File: src/rtl/up_counter.sv
// Enabled up-counter that saturates at a terminal value sampled every cycle.
// Reset is synchronous; a lowered terminal value freezes the count.
module up_counter #(
    parameter int unsigned WIDTH = 2
) (
    input  logic             clk,
    input  logic             reset,
    input  logic             condition_check,
    input  logic [WIDTH-1:0] min_index,
    output logic [WIDTH-1:0] count
);
    logic [WIDTH-1:0] count_q;
    logic [WIDTH-1:0] count_d;

    // Advance only while enabled and strictly below the terminal value, so no wrap.
    always_comb begin
        count_d = count_q;
        if (condition_check && (count_q < min_index)) begin
            count_d = count_q + WIDTH'(1);
        end
    end

    always_ff @(posedge clk) begin
        if (reset) begin
            count_q <= '0;
        end else begin
            count_q <= count_d;
        end
    end

    assign count = count_q;
endmodule

File: config.mk
export PLATFORM = sky130hd
export DESIGN_NAME = up_counter
export DESIGN_NICKNAME = d
export VERILOG_FILES = /design/src/rtl/up_counter.sv
export SDC_FILE = /design/constraint.sdc
export NUM_CORES = 1
export LEC_CHECK = 0
export CAP_MARGIN = 20
export CORE_AREA = 2 2 39 41
export CTS_BUF_LIST = sky130_fd_sc_hd__clkbuf_16
export CTS_CLUSTER_DIAMETER = 200
export DETAILED_ROUTE_END_ITERATION = 8
export DIE_AREA = 0 0 41 43
export DONT_BUFFER_PORTS = 1
export PLACE_DENSITY_LB_ADDON = 0.08
export SLEW_MARGIN = 20
export SYNTH_ARGS = -nofsm -noshare
export SYNTH_HDL_FRONTEND = slang
export SYNTH_SLANG_ARGS = --single-unit
File: constraint.sdc
create_clock -name clk -period 1.48 [get_ports clk]
set_input_delay 0.148 -clock clk [delete_from_list [all_inputs] [get_ports clk]]
set_output_delay 0.148 -clock clk [all_outputs]
set_load 0.005 [all_outputs]
=== Word-level counts from Yosys, hierarchy flattened ===
Index checks and enable logic that the tools add are counted.

* Bits in registers: 2
* Bits in latches: 0
* Memory bits (writable): 0
* ROM bits: 0
* Input bits: 5
* Output and inout bits: 2
* Memories kept: 0

* Add/subtract/negate cells: 1
* $mul: 0
* Divide/modulo/power cells: 0
* $lt $le $gt $ge: 1
* Eq/ne operators: 0
* Shifts and indexed selects: 0
* Mux-type cells: 0
* Bitwise operators: 0
* Reductions and logical operators: 1

{| class="wikitable"
|+ Operators with widths
! kind !! count
|-
| $add A2 B1 Y2 const B || 1
|-
| $lt A2 B2 Y1 || 1
|-
| $logic_and A1 B1 Y1 || 1
|}

=== Depth between registers and ports, before layout ===
* Depth in word-level cells: 2
* Mapped depth: 5
* Mapped depth without buffers: 5

=== Least setup slack after synthesis ===
Ideal clock, no wire load.

* Kind: register to register
* From: register count_q[1], in the netlist count[1]
* To: register count_q[1], in the netlist count[1]
* Arrival time: 1,037 ps
* Data required time: 1,365 ps
* Setup slack: 328 ps
* Stages on the path, launching flop included: 5
* Path buffers: 0
* Period minus slack after synthesis: 1,152 ps
* Cells stage by stage: dfxtp_1 > ha_1 > and4bb_1 > xnor2_1 > nor2_1

* Cells in the longest elaborated chain, start to end: 2
* Elaborated cells between the ends (all ways): 3

{| class="wikitable"
|+ RTL lines
! element !! line !! text
|-
| from (decl) || 12 || <nowiki>logic [WIDTH-1:0] count_q;</nowiki>
|-
| from (signal assigned) || 27 || <nowiki>count_q <= count_d;</nowiki>
|-
| $lt A2 B2 Y1 || 18 || <nowiki>if (condition_check && (count_q < min_index)) begin</nowiki>
|-
| $logic_and A1 B1 Y1 || 18 ||
|}

Several ways; a longest one is shown, not always the timed one.
A chain may end at the register's enable or synchronous reset.

=== Worst setup path after layout ===
Ends and elaborated chain as after synthesis.

==> impl_metrics.json <==
{
  "p_sw_share_pct": 14.4,
  "dp_cells": 27,
  "die_w_um": 41,
  "hold_buffers": 0,
  "whs_endpoint": "count[1]$_SDFFE_PP0P_",
  "ios": 7,
  "synthMuxAreaShare_pct": 0,
  "rsz0062_at_grt": "no",
  "post_drt_wl_per_cell_um": 8.37,
  "yosys.area_share.adder_pct": 12.2,
  "die_h_um": 43,
  "p_leak_nw": 0.0823,
  "largest_register_ffs": 2,
  "worstHoldPathCells": 1,
  "diodes": 0,
  "final_cell_mix": "3 x clkbuf_16, 2 x inv_1, 2 x dfxtp_1",
  "p_total_uw": 479,
  "power.internal_uw": 410,
  "drive_above_1_share_pct": 21.4,
  "coreArea_mm2": 0.00138,
  "status": "complete, no violations",
  "syn_area_um2": 103,
  "place_area_um2": 123,
  "worst_pin_slew_ns": 0.174,
  "hp-start": "reset",
  "r2r_cells": 4,
  "gp_congestion": 0.484,
  "final_util_pct": 14.3,
  "synth_nets": 17,
  "drtAntennaViolNets": 0,
  "path_max_fanout": 3,
  "r2r_start": "count[1]$_SDFFE_PP0P_",
  "synth-simple-area-share_pct": 26.8,
  "cts_tree": "done",
  "synth_compound_area_share_pct": 6.10,
  "grt_pass1_vias": 120,
  "stdcell_count": 30,
  "final_common_cell": "clkbuf_16",
  "hold_class": "in2reg",
  "fin_area_um2": 198,
  "avgSynthCellArea_um2": 9.33,
  "rows": 14,
  "htree_levels": 1,
  "combPwrFrac_pct": 2.9,
  "fmax_mhz": 806,
  "path_class": "reg2reg",
  "whs_ns": 0.00280,
  "grt_usage_pct": 4.50,
  "setup_violations": 0,
  "clkLatencyLatePin_ns": 0.22,
  "hold_violations": 0,
  "rrSetupSlack_ns": 0.24,
  "synth_top_family_by_area": "simple AND/OR/NAND/NOR gates",
  "antenna_found_initial": 0,
  "ir_drop_uv": 316,
  "pwr-share-seq_pct": 13.2,
  "ys_seq_area_share_pct": 39.0,
  "worstSetupStartpointType": "flip-flop",
  "synth_xor_area_share_pct": 8.54,
  "numCtsBuffers": 3,
  "syn_inst": 11,
  "grt_overflow": 0,
  "dp_slack_ns": 0.220,
  "cts_buffer_depth": 2,
  "vias_per_cell": 3.03,
  "fin_tns_setup_ns": 0,
  "cp.required_ns": 1.59,
  "post-route-period-util_pct": 83.8,
  "relSlewSlack_pct": 88.4,
  "reg2reg_to": "count[1]$_SDFFE_PP0P_",
  "drc": 0,
  "grt_pass1_wl_um": 448,
  "synth_seq_cells": 2,
  "worstPathArrival_ns": 1.35,
  "post_cts_buffers": 0,
  "drt_pass1_iterations": 1,
  "io_buffers": 0,
  "pwr-share-clk_pct": 83.9,
  "initialDrtViolationCount": 0,
  "cts_num_sinks": 2,
  "wirelength_um": 251,
  "slew_viol_final": 0,
  "switching_power_uw": 68.9,
  "fin_crit_ns": 1.24,
  "crit_path_end_kind": "flip-flop",
  "clock_skew_ns": 0.000669,
  "cts_resized": 0,
  "yosysWarnings": 0,
  "powerDensity_mw_per_mm2": 2420,
  "dieArea_mm2": 0.00176,
  "max_cap_viol_count": 0,
  "num_vias": 91,
  "cts.clk_slew.worst_paths_ns": 0.03,
  "yosys.cell_types.count": 9,
  "clock-root-buffer": "clkbuf_16",
  "start_util_pct": 7.41,
  "grt_max_degree": 4,
  "nets": 22,
  "setup_ws_ns": 0.240,
  "area_growth_syn_to_layout_pct": 92.7
}
cell families (layout without fill, tap and decap cells):
kind of cell / count (synthesis) / count (layout)
and+or+nand+nor: 4 / 4
DFF: 2 / 2
buffers and inverters: 2 / 5
adders and majority gates: 1 / 1
AOI/OAI and AO/OA: 1 / 1
xor gates and xnor gates: 1 / 1
cells in the mapped netlist:
master | instances | area (µm²)
inv_1 | 2 | 7.51
xnor2_1 | 1 | 8.76
a31oi_1 | 1 | 6.26
nand2b_1 | 1 | 6.26
and4bb_1 | 1 | 12.5
nor3_1 | 1 | 5.00
nor2_1 | 1 | 3.75
ha_1 | 1 | 12.5
dfxtp_1 | 2 | 40.0
routing by layer:
layer	global-route usage, %	wire (µm)	vias up
met2	4.69	123	6
met3	3.66	39	3
met5	0	0	-
met4	8.00	16	0
met1	3.50	72	39
li1	-	-	43
area by class of cell:
| type | instances | area (µm²) |
|---|---|---|
| well taps | 16 | 20.0 |
| flip-flops and latches | 2 | 40.0 |
| clock buffers | 3 | 75.1 |
| multi-input cells | 7 | 55.1 |
| fillers | 161 | 1190 |
| inverters | 2 | 7.51 |
power by group through the flow:
stage	Combinational [mW]	Clock [mW]	Sequential, mW
CTS	0.0143	0.405	0.0636
floorplan	0.0123	0	0.0626
global placement	0.0145	0	0.0643
finish	0.0137	0.402	0.0633
global route	0.0165	0.416	0.0641
detailed placement	0.0143	0	0.0642
worst max path at each step:
| stage | slack (ns) | depth (start not counted) | from | endpoint |
|---|---|---|---|---|
| 2_1_floorplan | 0.33 | 4 | count[1]$_SDFFE_PP0P_ | count[1]$_SDFFE_PP0P_ |
| 4_1_cts | 0.22 | 4 | count[1]$_SDFFE_PP0P_ | count[1]$_SDFFE_PP0P_ |
| 6_report | 0.24 | 4 | count[1]$_SDFFE_PP0P_ | count[1]$_SDFFE_PP0P_ |
| 5_1_grt | 0.14 | 4 | count[1]$_SDFFE_PP0P_ | count[1]$_SDFFE_PP0P_ |
| 3_5_place_dp | 0.22 | 4 | count[1]$_SDFFE_PP0P_ | count[1]$_SDFFE_PP0P_ |
| 3_3_place_gp | 0.22 | 4 | count[1]$_SDFFE_PP0P_ | count[1]$_SDFFE_PP0P_ |
critical path, cell delays in order, from the launching register on:
cell and delay, ns:
dfxtp_1 0.39, ha_1 0.27, and4bb_1 0.29, xnor2_1 0.12, nor2_1 0.05
(Power assumes the default switching activity.)
